## src/rtl/arith_pipe_pkg.sv

```systemverilog
// ============================================================================
// Module      : arith_pipe_pkg
// Description : Shared constants and helpers for the arith_pipe pipeline.
// Revision    : 1.0 - initial release
// ============================================================================
`default_nettype none

package arith_pipe_pkg;

    localparam int c_DEFAULT_W  = 10;
    localparam int c_NUM_STAGES = 3;

    typedef logic [1:0] level_t;

    // Population count of the stage valid bits.
    function automatic level_t count_valid(input logic [c_NUM_STAGES-1:0] v);
        level_t n;
        n = '0;
        for (int i = 0; i < c_NUM_STAGES; i++) begin
            n = n + level_t'(v[i]);
        end
        return n;
    endfunction

endpackage

`default_nettype wire

```

## src/rtl/arith_pipe_slice.sv

```systemverilog
// ============================================================================
// Module      : arith_pipe_slice
// Description : One valid/ready register slice with a combinational ready path.
// Revision    : 1.0 - initial release
// ============================================================================
`default_nettype none

module arith_pipe_slice #(
    parameter int PW = 8
) (
    input  logic          clk,
    input  logic          rst_n,
    input  logic          i_flush,
    input  logic          i_valid,
    output logic          o_ready,
    input  logic [PW-1:0] i_data,
    output logic          o_valid,
    input  logic          i_ready,
    output logic [PW-1:0] o_data
);

    logic          r_valid;
    logic [PW-1:0] r_data;

    // Loads when empty or when the current content leaves this cycle.
    assign o_ready = !r_valid || i_ready;
    assign o_valid = r_valid;
    assign o_data  = r_data;

    always_ff @(posedge clk or negedge rst_n) begin
        if (!rst_n) begin
            r_valid <= 1'b0;
            r_data  <= '0;
        end else begin
            if (i_flush) begin
                r_valid <= 1'b0;
            end else if (o_ready) begin
                r_valid <= i_valid;
            end
            if (i_valid && o_ready) begin
                r_data <= i_data;
            end
        end
    end

endmodule

`default_nettype wire

```

## src/rtl/arith_pipe.sv

```systemverilog
// ============================================================================
// Module      : arith_pipe
// Description : Three-stage elastic pipeline computing ((a+b)+(c-d))*d.
// Revision    : 1.0 - initial release
// ============================================================================
`default_nettype none

module arith_pipe
    import arith_pipe_pkg::*;
#(
    parameter int W    = c_DEFAULT_W,
    parameter int MULW = W
) (
    input  logic            clk,
    input  logic            rst_n,
    input  logic            in_valid,
    output logic            in_ready,
    input  logic [W-1:0]    a,
    input  logic [W-1:0]    b,
    input  logic [W-1:0]    c,
    input  logic [W-1:0]    d,
    input  logic            flush,
    output logic            out_valid,
    input  logic            out_ready,
    output logic [MULW-1:0] out_f,
    output logic [1:0]      level
);

    localparam int c_S1W = 3 * W;
    localparam int c_S2W = 2 * W;

    logic [W-1:0]     w_x1;
    logic [W-1:0]     w_x2;
    logic [c_S1W-1:0] w_s1_q;
    logic [W-1:0]     w_s1_x1;
    logic [W-1:0]     w_s1_x2;
    logic [W-1:0]     w_s1_d;
    logic             w_v1;
    logic             w_rdy2;

    logic [W-1:0]     w_x3;
    logic [c_S2W-1:0] w_s2_q;
    logic [W-1:0]     w_s2_x3;
    logic [W-1:0]     w_s2_d;
    logic             w_v2;
    logic             w_rdy3;

    logic [MULW-1:0]  w_prod;

    assign w_x1 = a + b;
    assign w_x2 = c - d;

    arith_pipe_slice #(.PW(c_S1W)) u_stage1 (
        .clk     (clk),
        .rst_n   (rst_n),
        .i_flush (flush),
        .i_valid (in_valid),
        .o_ready (in_ready),
        .i_data  ({w_x1, w_x2, d}),
        .o_valid (w_v1),
        .i_ready (w_rdy2),
        .o_data  (w_s1_q)
    );

    assign {w_s1_x1, w_s1_x2, w_s1_d} = w_s1_q;
    assign w_x3 = w_s1_x1 + w_s1_x2;

    arith_pipe_slice #(.PW(c_S2W)) u_stage2 (
        .clk     (clk),
        .rst_n   (rst_n),
        .i_flush (flush),
        .i_valid (w_v1),
        .o_ready (w_rdy2),
        .i_data  ({w_x3, w_s1_d}),
        .o_valid (w_v2),
        .i_ready (w_rdy3),
        .o_data  (w_s2_q)
    );

    assign {w_s2_x3, w_s2_d} = w_s2_q;

    // Multiplying at MULW bits yields exactly the low MULW bits of the full product.
    assign w_prod = MULW'(w_s2_x3) * MULW'(w_s2_d);

    arith_pipe_slice #(.PW(MULW)) u_stage3 (
        .clk     (clk),
        .rst_n   (rst_n),
        .i_flush (flush),
        .i_valid (w_v2),
        .o_ready (w_rdy3),
        .i_data  (w_prod),
        .o_valid (out_valid),
        .i_ready (out_ready),
        .o_data  (out_f)
    );

    assign level = count_valid({out_valid, w_v2, w_v1});

endmodule

`default_nettype wire

```

## config.mk

```make
export PLATFORM = sky130hd
export DESIGN_NAME = arith_pipe
export DESIGN_NICKNAME = d
export VERILOG_FILES = /design/src/rtl/arith_pipe_pkg.sv /design/src/rtl/arith_pipe_slice.sv /design/src/rtl/arith_pipe.sv
export SDC_FILE = /design/constraint.sdc
export NUM_CORES = 1
export LEC_CHECK = 0
export BUFFER_PORTS_ARGS = -buffer_cell sky130_fd_sc_hd__buf_2
export CAP_MARGIN = 20
export CORE_MARGIN = 2
export CORE_UTILIZATION = 60
export DETAILED_ROUTE_END_ITERATION = 10
export HOLD_SLACK_MARGIN = 0.08
export MAX_ROUTING_LAYER = met4
export PLACE_DENSITY = 0.78
export SYNTH_ARGS = -nofsm -noshare
export SYNTH_HDL_FRONTEND = slang
export SYNTH_SLANG_ARGS = --single-unit
```

## constraint.sdc

```tcl
create_clock -name clk -period 7.85 [get_ports clk]
set_input_delay 0.3925 -clock clk [delete_from_list [all_inputs] [get_ports clk]]
set_output_delay 0.3925 -clock clk [all_outputs]
set_load 0.02 [all_outputs]
```

== Yosys cells after proc, flatten, opt, wreduce, memory -nomap -nowiden ==
Cells that the tools add are included.

* Register bits: 63
* Output and inout bits: 14
* Input port bits: 45
* Word-level logic and storage cells: 30

* Add/subtract/negate cells: 5
* Reductions and logical operators: 12
* Muxes and demuxes: 6
* Multiply operators: 1

{| class="wikitable"
|+ Operators by type and width
! kind !! number
|-
| adder 10 bit || 2
|-
| multiplier 10 x 10 -> 10 bit || 1
|-
| subtractor 10 bit || 1
|-
| two-way mux 1 bit || 6
|-
| nonzero test 2 bit || 3
|-
| logical AND 1 bit || 3
|-
| logical NOT 1 bit || 3
|-
| logical OR 1 bit || 3
|-
| adder 1 x 1 -> 2 bit || 1
|-
| adder 2 x 1 -> 2 bit || 1
|}

== Depth between registers and ports, before layout ==
* Depth after elaboration: 6
* Gate-level depth with buffers: 17

== Hierarchy ==
Synthesis repeated with hierarchy kept, for this count alone.

* Cells, all modules: 460
* Area total of the unflattened synthesis: 5256.3 µm²

{| class="wikitable"
|+ By module, submodules not included
! module !! cells each !! area each (µm²) !! sequential area each (µm²) !! times used
|-
| arith_pipe || 320 || 2568.7 || 0.0 || 1
|-
| arith_pipe_slice at u_stage1 || 68 || 1320.0 || 775.7 || 1
|-
| arith_pipe_slice at u_stage2 || 47 || 899.6 || 525.5 || 1
|-
| arith_pipe_slice at u_stage3 || 25 || 467.9 || 275.3 || 1
|}

== Worst setup path after synthesis ==
OpenSTA, ideal clock, no wires.

* Path type: register to register
* From: register u_stage2.r_data[13], in the netlist u_stage2.o_data[13]
* To: register u_stage3.r_data[9], in the netlist u_stage3.o_data[9]
* Period minus slack after synthesis: 4.312 ns
* Setup slack: 3.538 ns
* Arrival time: 4.189 ns
* Cell stages (with the launch flop): 17
* Cells stage by stage: dfrtp_1 > nand2_1 > fa_1 > inv_1 > fa_1 > ha_1 > fa_1 > inv_1 > fa_1 > inv_1 > ha_1 > inv_1 > nor2_1 > a311oi_1 > a21oi_4 > xnor2_1 > o21ai_1

* Cells in the longest elaborated chain, start to end: 1

{| class="wikitable"
|+ RTL lines
! what !! line !! source
|-
| start: declaration || arith_pipe_slice.sv:23 || <nowiki>logic [PW-1:0] r_data;</nowiki>
|-
| start signal: assignment || arith_pipe_slice.sv:41 || <nowiki>r_data <= i_data;</nowiki>
|-
| multiplier 10 x 10 -> 10 bit || arith_pipe.sv:83 || <nowiki>assign w_prod = MULW'(w_s2_x3) * MULW'(w_s2_d);</nowiki>
|-
| end signal: assignment || arith_pipe_slice.sv:41 ||
|-
| end: declaration || arith_pipe_slice.sv:23 ||
|}

No other way between the ends.
A chain may end at the register's enable or synchronous reset.

== Final worst setup path ==
* From: register u_stage2.r_data[2], in the netlist u_stage2.o_data[2]
* To: register u_stage3.r_data[9], in the netlist u_stage3.o_data[9]

Same word-level chain as after synthesis.

==> summary.md <==
| Metric | Value |
|---|---|
| Status | `finished clean` |
| Worst Skew | `0.0134 ns` |
| CTS root buffer | `clkbuf_8` |
| Netlist cell types | `56` |
| CTS H-tree depth | `3` |
| Max Freq | `roughly 0.22 GHz` |
| Drt pass-1 iters | `4` |
| Max_cap viols | `0` |
| Part of the cycle the worst path needs | `around 59%` |
| WL/cell | `15.4 um` |
| Combined flip-flop and latch cell area | `around 1600 um2` |
| Crit path time final | `4.62 ns` |
| # diodes | `0` |
| Via Count | `between 3000 and 4000` |
| Number of synthesized flops with an enable pin | `0` |
| CTS tree | `done` |
| # nets final | `710` |
| Initial drt markers | `between 100 and 150` |
| Fillcell total | `approximately 640` |
| Setup violators final | `0` |
| Register area share after synthesis | `between 30% and 40%` |
| Global route overflow | `0` |
| Post-DP HPWL | `8360 um` |
| Vias in the first global route | `about 3900` |
| DRT antenna net count | `0` |
| Latest clock arrival within the worst-skew pair | `about 0.35 ns` |
| Initial antenna violation count | `0` |
| Area of the multi-input gates | `about 3200 um2` |
| CP max FO | `9` |
| Max-slew headroom | `31.8%` |
| Die area | `9140 um2` |
| WS Path Type | `reg2reg` |
| Non-Filler Cell Area, Final | `5640 um2` |
| Post-CTS Setup Repair Bufs | `0` |
| Hold_buf cts | `0` |
| Worst IR Drop VDD | `approximately 0.15 mV` |
| Total of warnings raised by yosys | `0` |
| Post-Syn Area per Cell | `between 9 and 10 um2` |
| Clock transition at path regs | `about 0.07 ns` |
| Gr usage total | `approximately a quarter` |
| Worst Setup End Kind | `register` |
| Ys flop type | `dfrtp_1` |
| Via density | `about 5.6` |
| Power Total | `between 0.0015 and 0.002 W` |
| Final core occ | `69.0%` |
| Syn Nets | `~660` |
| Die Ht | `around 96 um` |
| Top cells by area, synth | `dfrtp_1 (31%), ha_1 (13%), fa_1 (10%)` |
| Synth top cells by count | `nand2_1 (90), dfrtp_1 (63), ha_1 (51)` |
| Clock Tree Buf Depth | `2` |
| Worst hold path type | `in2async` |
| I/O Buffers | `just under 60` |
| Area share of the largest cell type after synthesis | `between 30% and 40%` |
| Pwr per Cell Area | `around 340 nW/um2` |
| Layout cell share with drive strength beyond 1 | `approximately 16%` |
| Cell with the most instances after synthesis | `nand2_1` |
| CTS buffer count | `9` |
| Share of flip-flops with an asynchronous set or reset | `between 90% and 100%` |
| Layout area overhead | `12.0%` |
| Initial Util | `61.6%` |
| Most area-hungry cell type in the Yosys netlist | `dfrtp_1` |
| Setup_tns | `0 ns` |
| RD Place Congestion | `between 0.8 and 0.9` |
| Worst-margin pin slew | `roughly 1.0 ns` |
| Pins Over Slew Limit | `0` |
| CP required | `slightly above 8 ns` |
| Number of core rows | `33` |
| Post-DP Area | `5370 um2` |
| Final-report hold violation count | `0` |
| Syn Inst Count | `between 500 and 600` |
| Total leakage power | `between 2 and 3 nW` |
| First-pass GRT wire length | `around 18000 um` |
| Aggregate routed wire length | `roughly 11000 um` |
| Startpoint class of the critical path | `register` |
| Remaining DRCs | `0` |
| Top Ports | `just under 60` |
| Synthesized cell area | `roughly 5000 um2` |
| Post-CTS sizing | `0` |
| Arr. time, crit path | `just under 5 ns` |
| Die Wd | `95.6 um` |
| Clock Sinks | `between 60 and 70` |
| Core area | `a little over 8000 um2` |
| RSZ-0062 raised after global routing | `no` |
| Post-synthesis register bit count | `63` |
| Pin count of the biggest net entering global routing | `65` |
through the flow:
stage,instances,hold WS (ns),setup slack [ns]
global placement,681,0.459,3.35
floorplan,535,0.0969,3.54
finish,698,0.195,3.23
global route,698,0.221,3.01
detailed placement,681,0.459,3.23
CTS,697,0.220,3.21
path summary, 6_finish.rpt:
check	to	cells after the start	startpoint	slack, ns
max	u_stage3.o_data[9]$_DFFE_PN0P_	16	u_stage2.o_data[2]$_DFFE_PN0P_	3.23
min	u_stage1.o_data[9]$_DFFE_PN0P_	2	rst_n	0.20
max reg2reg	u_stage3.o_data[9]$_DFFE_PN0P_	16	u_stage2.o_data[2]$_DFFE_PN0P_	3.23
min reg2reg	u_stage3.o_data[8]$_DFFE_PN0P_	2	u_stage3.o_data[8]$_DFFE_PN0P_	0.48
max in group asynchronous	u_stage2.o_data[1]$_DFFE_PN0P_	2	rst_n	7.13
min in group clk	u_stage3.o_valid$_DFFE_PN0P_	2	flush	0.23
final cells by class:
| cell class | count | share of cell area (%) |
|---|---|---|
| inverters | 50 | 3.33 |
| repair buffers | 60 | 5.63 |
| clock inverters | 6 | 2.06 |
| clock buffers | 10 | 2.44 |
| flip-flops and latches | 63 | 27.9 |
| well taps | 105 | 2.33 |
| multi-input cells | 404 | 56.3 |
flip-flops by register name, summed over array words and instances, names as in the netlist:
register / cells
u_stage1.o_valid: 1
u_stage2.o_data: 20
u_stage3.o_data: 10
u_stage1.o_data: 30
u_stage2.o_valid: 1
u_stage3.o_valid: 1
power by group:
part / switching (W) / internal, W
Clock: 0.000135 / 0.000222
Combinational: 0.000581 / 0.000506
Sequential: 0.0000824 / 0.000400
layout by cell type, fill, tap and decap left out, types with 2 or more instances in the layout:
cell	count
nand3_1	2
or3_1	2
nor2b_1	7
or2_2	3
clkinv_4	2
nand3b_1	4
fa_1	26
a21oi_1	15
xnor3_1	2
a21boi_1	2
mux2_1	6
inv_1	50
a21o_1	3
ha_1	51
o211ai_1	5
o21ai_1	24
and2_1	18
nor3b_1	8
o22a_1	2
buf_2	58
and2_2	2
nor4b_1	4
nand2_1	89
nor2_1	17
xor2_1	12
nand2_2	2
o221ai_1	2
dfrtp_1	63
and3_1	5
o21a_1	9
o21ai_0	12
clkbuf_8	10
o31a_1	2
a211oi_1	5
xnor2_1	17
nor3_1	9
mux2_2	8
bufinv_16	3
o31ai_1	11
worst max-delay path: stages, from the launching register on:
cell      delay, ns
dfrtp_1        0.51
nand2_1        0.12
fa_1           0.52
inv_1          0.05
fa_1           0.46
ha_1           0.34
fa_1           0.54
inv_1          0.05
fa_1           0.53
inv_1          0.04
ha_1           0.30
inv_1          0.11
nor2_1         0.06
a311oi_1       0.53
a21oi_4        0.09
xnor2_1        0.15
o21ai_1        0.08
cells by family after synthesis:
group                      Yosys count  share of synthesized area, %
AOI/OAI and AO/OA                  103                          13.4
xor gates and xnor gates            32                          6.26
adders and majority gates           77                          23.0
buffers and inverters               68                          5.69
DFF                                 63                          31.3
muxes                               15                          3.33
and+or+nand+nor                    177                          17.0
routing by layer:
layer  vias up  global-route usage (%)  part of all wire [%]
met5         -                       -                     0
met4         0                    10.8                   2.3
met3        21                    2.92                   2.9
met2        74                    44.3                    51
met1      1882                    32.5                    44
li1       1922                       -                     -
Note: power is estimated with default switching activity, not from simulation.
